File: src/rtl/led_pwm_pkg.sv
// rtl/led_pwm_pkg.sv - register map, CTRL bit indices and breathe state encoding for led_pwm
package led_pwm_pkg;

    localparam logic [7:0] ADDR_CTRL     = 8'h00;
    localparam logic [7:0] ADDR_PRESCALE = 8'h01;
    localparam logic [7:0] ADDR_DUTY_R   = 8'h02;
    localparam logic [7:0] ADDR_DUTY_G   = 8'h03;
    localparam logic [7:0] ADDR_DUTY_B   = 8'h04;
    localparam logic [7:0] ADDR_STATUS   = 8'h05;

    localparam int CTRL_ENABLE_BIT  = 0;
    localparam int CTRL_BREATHE_BIT = 1;

    typedef enum logic [1:0] {
        BR_UP      = 2'd0,
        BR_HOLD_HI = 2'd1,
        BR_DOWN    = 2'd2,
        BR_HOLD_LO = 2'd3
    } breathe_state_t;

    // Duty arrays are indexed by pwm_out bit: R=2, G=1, B=0.
    function automatic logic [1:0] duty_sel(input logic [7:0] addr);
        return 2'(ADDR_DUTY_B - addr);
    endfunction

endpackage

File: src/rtl/led_pwm_if.sv
// rtl/led_pwm_if.sv - register access port of led_pwm
interface led_pwm_if;
    logic        cs;
    logic        we;
    logic [7:0]  address;
    logic [31:0] write_data;
    logic [31:0] read_data;
    logic        ready;

    modport master (output cs, we, address, write_data, input read_data, ready);
    modport slave  (input cs, we, address, write_data, output read_data, ready);
endinterface

File: src/rtl/led_pwm_channel.sv
// rtl/led_pwm_channel.sv - one colour channel: duty compare and registered drive
module led_pwm_channel #(
    parameter int DUTY_W = 8
) (
    input  logic              clk,
    input  logic              reset,
    input  logic              enable,
    input  logic              led,
    input  logic [DUTY_W-1:0] count,
    input  logic [DUTY_W-1:0] duty,
    output logic              pwm
);

    // Disabled: pass the on/off request straight through, one cycle late.
    always_ff @(posedge clk) begin
        if (reset) begin
            pwm <= 1'b0;
        end else begin
            pwm <= led && (!enable || (count < duty));
        end
    end

endmodule

File: src/rtl/led_pwm.sv
// rtl/led_pwm.sv - RGB LED PWM with prescaler and register bank; breathing built with LED_PWM_BREATHE_EN
module led_pwm
    import led_pwm_pkg::*;
#(
    parameter int PRESCALE_W = 16,
    parameter int DUTY_W     = 8
) (
    input  logic       clk,
    input  logic       reset,
    input  logic [2:0] led_in,
    led_pwm_if.slave   bus,
    output logic [2:0] pwm_out
);

    localparam logic [DUTY_W-1:0] DUTY_MAX = '1;

    logic                  enable;
    logic                  breathe;
    logic [PRESCALE_W-1:0] prescale;
    logic [PRESCALE_W-1:0] presc_cnt;
    logic [DUTY_W-1:0]     pwm_cnt;
    logic [DUTY_W-1:0]     shadow_duty [3];
    logic [DUTY_W-1:0]     active_duty [3];
    logic [DUTY_W-1:0]     eff_duty    [3];
    logic [31:0]           status;
    logic                  wr_en;
    logic                  ctrl_wr;
    logic                  presc_wr;
    logic                  tick;
    logic                  boundary;
    logic                  unused_wdata;

    assign wr_en        = bus.cs && bus.we;
    assign ctrl_wr      = wr_en && (bus.address == ADDR_CTRL);
    assign presc_wr     = wr_en && (bus.address == ADDR_PRESCALE);
    assign tick         = enable && (presc_cnt == prescale);
    assign boundary     = tick && (pwm_cnt == DUTY_MAX);
    assign unused_wdata = ^bus.write_data;

    always_ff @(posedge clk) begin
        if (reset) begin
            enable   <= 1'b0;
            prescale <= '0;
            for (int i = 0; i < 3; i++) shadow_duty[i] <= DUTY_MAX;
        end else if (wr_en) begin
            case (bus.address)
                ADDR_CTRL:     enable   <= bus.write_data[CTRL_ENABLE_BIT];
                ADDR_PRESCALE: prescale <= bus.write_data[PRESCALE_W-1:0];
                ADDR_DUTY_R, ADDR_DUTY_G, ADDR_DUTY_B:
                    shadow_duty[duty_sel(bus.address)] <= bus.write_data[DUTY_W-1:0];
                default: ;
            endcase
        end
    end

    // Shadow values sampled before this edge's write, so a coincident write waits a period.
    always_ff @(posedge clk) begin
        if (reset) begin
            for (int i = 0; i < 3; i++) active_duty[i] <= DUTY_MAX;
        end else if (boundary) begin
            for (int i = 0; i < 3; i++) active_duty[i] <= shadow_duty[i];
        end
    end

    always_ff @(posedge clk) begin
        if (reset || !enable) begin
            presc_cnt <= '0;
            pwm_cnt   <= '0;
        end else begin
            presc_cnt <= (presc_wr || tick) ? '0 : presc_cnt + PRESCALE_W'(1);
            if (tick) pwm_cnt <= pwm_cnt + DUTY_W'(1);
        end
    end

`ifdef LED_PWM_BREATHE_EN
    localparam int PROD_W = 2 * DUTY_W;
    typedef logic [PROD_W-1:0] prod_t;

    breathe_state_t    state;
    breathe_state_t    state_next;
    logic [DUTY_W-1:0] level;
    logic [DUTY_W-1:0] level_next;

    always_ff @(posedge clk) begin
        if (reset) begin
            breathe <= 1'b0;
        end else if (ctrl_wr) begin
            breathe <= bus.write_data[CTRL_BREATHE_BIT];
        end
    end

    always_ff @(posedge clk) begin
        if (reset || !enable) begin
            state <= BR_UP;
            level <= '0;
        end else begin
            state <= state_next;
            level <= level_next;
        end
    end

    // Saturating ramp; the turn-around is taken on the same boundary the extreme is reached.
    always_comb begin
        state_next = state;
        level_next = level;
        if (breathe && boundary) begin
            case (state)
                BR_UP: begin
                    if (level != DUTY_MAX) level_next = level + DUTY_W'(1);
                    if (level >= DUTY_MAX - DUTY_W'(1)) state_next = BR_HOLD_HI;
                end
                BR_HOLD_HI: state_next = BR_DOWN;
                BR_DOWN: begin
                    if (level != '0) level_next = level - DUTY_W'(1);
                    if (level <= DUTY_W'(1)) state_next = BR_HOLD_LO;
                end
                default: state_next = BR_UP;
            endcase
        end
    end

    always_comb begin
        for (int i = 0; i < 3; i++) begin
            eff_duty[i] = active_duty[i];
            if (breathe) eff_duty[i] = DUTY_W'((prod_t'(active_duty[i]) * prod_t'(level)) >> DUTY_W);
        end
    end

    assign status = 32'({state, level});
`else
    assign breathe = 1'b0;
    assign status  = '0;

    always_comb begin
        for (int i = 0; i < 3; i++) eff_duty[i] = active_duty[i];
    end
`endif

    assign bus.ready = bus.cs;

    always_comb begin
        bus.read_data = '0;
        if (bus.cs && !bus.we) begin
            case (bus.address)
                ADDR_CTRL:     bus.read_data = {30'd0, breathe, enable};
                ADDR_PRESCALE: bus.read_data = 32'(prescale);
                ADDR_DUTY_R, ADDR_DUTY_G, ADDR_DUTY_B:
                    bus.read_data = 32'(shadow_duty[duty_sel(bus.address)]);
                ADDR_STATUS:   bus.read_data = status;
                default:       bus.read_data = '0;
            endcase
        end
    end

    for (genvar i = 0; i < 3; i++) begin : g_chan
        led_pwm_channel #(.DUTY_W(DUTY_W)) u_chan (
            .clk    (clk),
            .reset  (reset),
            .enable (enable),
            .led    (led_in[i]),
            .count  (pwm_cnt),
            .duty   (eff_duty[i]),
            .pwm    (pwm_out[i])
        );
    end

endmodule
File: src/flat_wrapper.sv
// flat-port wrapper written by rule: the top's interface ports become plain ports
module led_pwm_flat import led_pwm_pkg::*;
#(
    parameter int PRESCALE_W = 16,
    parameter int DUTY_W     = 8
)
  (clk, reset, led_in, pwm_out, bus_cs, bus_we, bus_address, bus_write_data, bus_read_data, bus_ready);
  led_pwm_if bus_i ();
  input  logic clk;
  input  logic reset;
  input  logic [2:0] led_in;
  output logic [2:0] pwm_out;
  input wire logic [$bits(bus_i.cs)-1:0] bus_cs;
  input wire logic [$bits(bus_i.we)-1:0] bus_we;
  input wire logic [$bits(bus_i.address)-1:0] bus_address;
  input wire logic [$bits(bus_i.write_data)-1:0] bus_write_data;
  output wire logic [$bits(bus_i.read_data)-1:0] bus_read_data;
  output wire logic [$bits(bus_i.ready)-1:0] bus_ready;
  assign bus_i.cs = bus_cs;
  assign bus_i.we = bus_we;
  assign bus_i.address = bus_address;
  assign bus_i.write_data = bus_write_data;
  assign bus_read_data = bus_i.read_data;
  assign bus_ready = bus_i.ready;
  led_pwm #(.PRESCALE_W(PRESCALE_W), .DUTY_W(DUTY_W)) u_core (.clk(clk), .reset(reset), .led_in(led_in), .bus(bus_i), .pwm_out(pwm_out));
endmodule
File: config.mk
export PLATFORM = sky130hd
export DESIGN_NAME = led_pwm_flat
export DESIGN_NICKNAME = d
export VERILOG_FILES = /design/src/rtl/led_pwm_pkg.sv /design/src/rtl/led_pwm_if.sv /design/src/rtl/led_pwm_channel.sv /design/src/rtl/led_pwm.sv /design/src/flat_wrapper.sv
export SDC_FILE = /design/constraint.sdc
export NUM_CORES = 1
export LEC_CHECK = 0
export ABC_CLOCK_PERIOD_IN_PS = 3600
export CAP_MARGIN = 15
export CORE_ASPECT_RATIO = 1.1
export CORE_MARGIN = 3
export CORE_UTILIZATION = 50
export CTS_BUF_LIST = sky130_fd_sc_hd__clkbuf_2
export CTS_CLUSTER_SIZE = 14
export DETAILED_ROUTE_END_ITERATION = 10
export GPL_ROUTABILITY_DRIVEN = 0
export PLACE_DENSITY = 0.78
export SYNTH_ARGS = -nofsm -noshare
export SYNTH_HDL_FRONTEND = slang
export SYNTH_HIERARCHICAL = 1
export SYNTH_SLANG_ARGS = --single-unit
File: constraint.sdc
create_clock -name clk -period 3.6 [get_ports clk]
set_input_delay 0.54 -clock clk [delete_from_list [all_inputs] [get_ports clk]]
set_output_delay 0.54 -clock clk [all_outputs]
set_load 0.01 [all_outputs]
==> summary.md <==
| Metric | Value |
|---|---|
| Status | `finished clean` |
| Max Fclk | `roughly 290 MHz` |
| Vias per cell | `~5.5` |
| Clk root buf | `clkbuf_2` |
| Worst hold path type | `reg2reg` |
| CTS sink count | `100` |
| CP bufs+invs | `3` |
| First-pass GRT wire length | `roughly 17 mm` |
| CP Max Fanout | `9` |
| Ant diodes | `0` |
| Critical path cell sequence | `clkdlybuf4s50_1 > or4_4 > or2_2 > nor3_2 > buf_4 > a22oi_1 > nor2_1 > clkdlybuf4s50_1` |
| CTS resizes | `0` |
| Wire length per cell | `between 15 and 20 um` |
| Cell Rows | `38` |
| Worst EP required | `between 3 and 4 ns` |
| Max Root-Sink Buffers | `2` |
| Core Box Area | `roughly 10000 um2` |
| Synth Cell Area | `5200 um2` |
| Ys async rst share | `0%` |
| Initial Utilization | `52.1%` |
| EDFF count, synth | `56` |
| Syn avg cell area | `approximately 11 um2` |
| Largest net degree at the start of global routing | `25` |
| Worst skew pair latency | `between 0.5 and 0.6 ns` |
| CP peak stage delay | `between 0.5 and 0.6 ns` |
| Final core utilization | `59.4%` |
| Top cell by count, worst path | `clkdlybuf4s50_1` |
| Post-CTS Hold Buffers | `0` |
| All-Layer GR Usage | `19.1%` |
| Total I/O pin count | `83` |
| Remaining Overflow, GRT | `0` |
| CP top delay family | `simple AND/OR/NAND/NOR gates` |
| Rel. slew slack | `54.1%` |
| CTS tree | `done` |
| Detailed Routing Iterations Pass 1 | `5` |
| Layout cells sized above 1 | `11.4%` |
| Fin cells | `664` |
| Num CTS Buffers | `9` |
| Drt first-iter violations | `~180` |
| Placed insts | `between 600 and 700` |
| DRC | `0` |
| Unique masters post-synth | `47` |
| Static Leak | `2.11 nW` |
| Top FF cell, synth | `edfxtp_1` |
| Placed Area | `about 5800 um2` |
| Most common cell after layout, fill and taps aside | `edfxtp_1` |
| RSZ-0062 raised after global routing | `no` |
| Max VDD drop | `between 0.00015 and 0.0002 V` |
| Final setup viols | `0` |
| Final slew viol count | `0` |
| Fillers | `857` |
| Cells after synthesis | `~490` |
| Die ar. | `approximately 12000 um2` |
| H-tree Lvls | `3` |
| Total Power | `just over 2 mW` |
| Final Cell Area | `about 5900 um2` |
| Fin crit share | `a little over nine tenths` |
| Clock-pin slew on the worst setup and hold paths | `between 0.2 and 0.25 ns` |
| Register area share after synthesis | `roughly half` |
| Setup TNS | `0 ns` |
| WL final | `~11 mm` |
| Vias | `approximately 3700` |
| Clock skew | `~0.019 ns` |
| Initial antenna violation count | `0` |
| Die width | `between 100 and 150 um` |
| YS warnings | `6` |
| Post-CTS setup buffers | `0` |
| HPWL Detailed | `roughly 8.3 mm` |
| Critical path's slowest cell | `or4_4` |
| Power Density | `around 340 nW/um2` |
| Vias in the first global route | `~3600` |
| FF+latch count, synth | `100` |
| Antenna viol nets, final | `0` |
| Commonest cells after routing, fill and taps aside | `edfxtp_1, clkdlybuf4s50_1, nand2_1` |
| Arr. time, crit path | `between 2 and 3 ns` |
| CP Class | `in2out` |
| Tmin final | `between 3 and 4 ns` |
| Final Hold Fails | `0` |
| Vert. Die Dim | `~110 um` |
| Final net count | `just over 600` |
| Port Buffers | `50` |
| CP startpoint kind | `input port` |
| Worst slew pin tran | `about 0.7 ns` |
| # Max-Cap Violations | `0` |
| Crit. End Element | `output port` |
| Area Overhead vs Synth | `14.1%` |
power by group:
group / internal (mW) / leakage [nW] / switching [mW]
Sequential: 1.23 / 0.871 / 0.0105
Clock: 0.297 / 0.0910 / 0.343
Combinational: 0.0692 / 1.15 / 0.0697
sequential cells by signal, indices dropped and copies added (netlist names):
signal                    cells
u_core/active_duty           24
u_core/enable                 1
u_core/g_chan.u_chan/pwm      3
u_core/presc_cnt             16
u_core/prescale              16
u_core/pwm_cnt                8
u_core/shadow_duty           32
metrics by stage:
stage | worst slack [ns] | hold WS, ns
after global placement | 0.129 | 0.468
after CTS | 0.107 | 0.459
final | 0.110 | 0.504
after detailed placement | 0.111 | 0.476
after floorplan | 0.660 | 0.452
after global routing | 0.0229 | 0.448
final timing paths:
kind	endpoint	cells past startpoint	slack (ns)	startpoint
max	bus_read_data[1]	8	0.11	bus_address[3]
min	u_core/prescale[9]$_SDFFE_PP0P_	2	0.50	u_core/prescale[9]$_SDFFE_PP0P_
max reg2reg	u_core/presc_cnt[2]$_SDFF_PP0_	5	1.25	u_core/presc_cnt[6]$_SDFF_PP0_
min reg2reg	u_core/prescale[9]$_SDFFE_PP0P_	2	0.50	u_core/prescale[9]$_SDFFE_PP0P_
tightest hold or removal path: stages (launching register included):
cell	delay, ns
dfxtp_1	0.39
nand2_1	0.06
a21oi_1	0.05
logic make-up after synthesis:
group,Yosys count,share of synthesized area [%]
multiplexers,9,3.66
other,1,0.0721
flip-flops,100,49.3
adder cells (fa/ha/maj),27,6.50
XOR/XNOR,30,5.05
buffers and inverters,60,6.06
AO/OA/AOI/OAI,61,7.27
AND/OR/NAND/NOR,198,22.1
area by class of cell:
class                   instances  area [um2]  area share, %
flip-flops and latches        100        2560           43.2
multi-input cells             341        2390           40.3
repair buffers                 59         568           9.58
well taps                     120         150           2.53
inverters                      28         105           1.77
clock inverters                 6         103           1.73
clock buffers                  10        50.0          0.844
per-layer routing:
metal	share of wire [%]	vias to the layer above	global-route usage, %	wire length (um)
met5	0	-	0	0
met4	2.9	0	9.07	312
met3	4.5	21	2.34	479
met2	50	117	31.2	5270
met1	43	1743	25.0	4580
li1	-	1780	-	-
Yosys cell counts, types with 2 or more instances:
cell | instances | area (um2)
nand2_1 | 47 | 176
and2_1 | 9 | 56.3
a22oi_1 | 8 | 60.1
nor3_1 | 2 | 10.0
xor2_1 | 10 | 87.6
nor4_4 | 2 | 42.5
o31ai_1 | 5 | 37.5
a21oi_1 | 27 | 135
mux4_2 | 8 | 180
nor3b_2 | 3 | 37.5
xnor2_1 | 20 | 175
nand4b_1 | 2 | 17.5
nand3_1 | 13 | 65.1
and3_1 | 3 | 18.8
nor2_1 | 34 | 128
o21ai_1 | 6 | 30.0
nor4b_4 | 2 | 47.6
inv_1 | 28 | 105
and4_1 | 6 | 52.6
or2_2 | 19 | 119
edfxtp_1 | 56 | 1680
nand2b_1 | 33 | 206
or3_1 | 2 | 12.5
buf_6 | 2 | 22.5
clkbuf_1 | 11 | 41.3
o2111ai_1 | 3 | 26.3
nand4_1 | 7 | 43.8
a21boi_1 | 3 | 22.5
or4_1 | 4 | 30.0
dfxtp_1 | 44 | 881
o41ai_1 | 2 | 17.5
buf_4 | 17 | 128
ha_1 | 27 | 338
nor2b_1 | 2 | 12.5
and4b_1 | 3 | 30.0
o21ai_0 | 5 | 25.0
(Power assumes the default switching activity.)
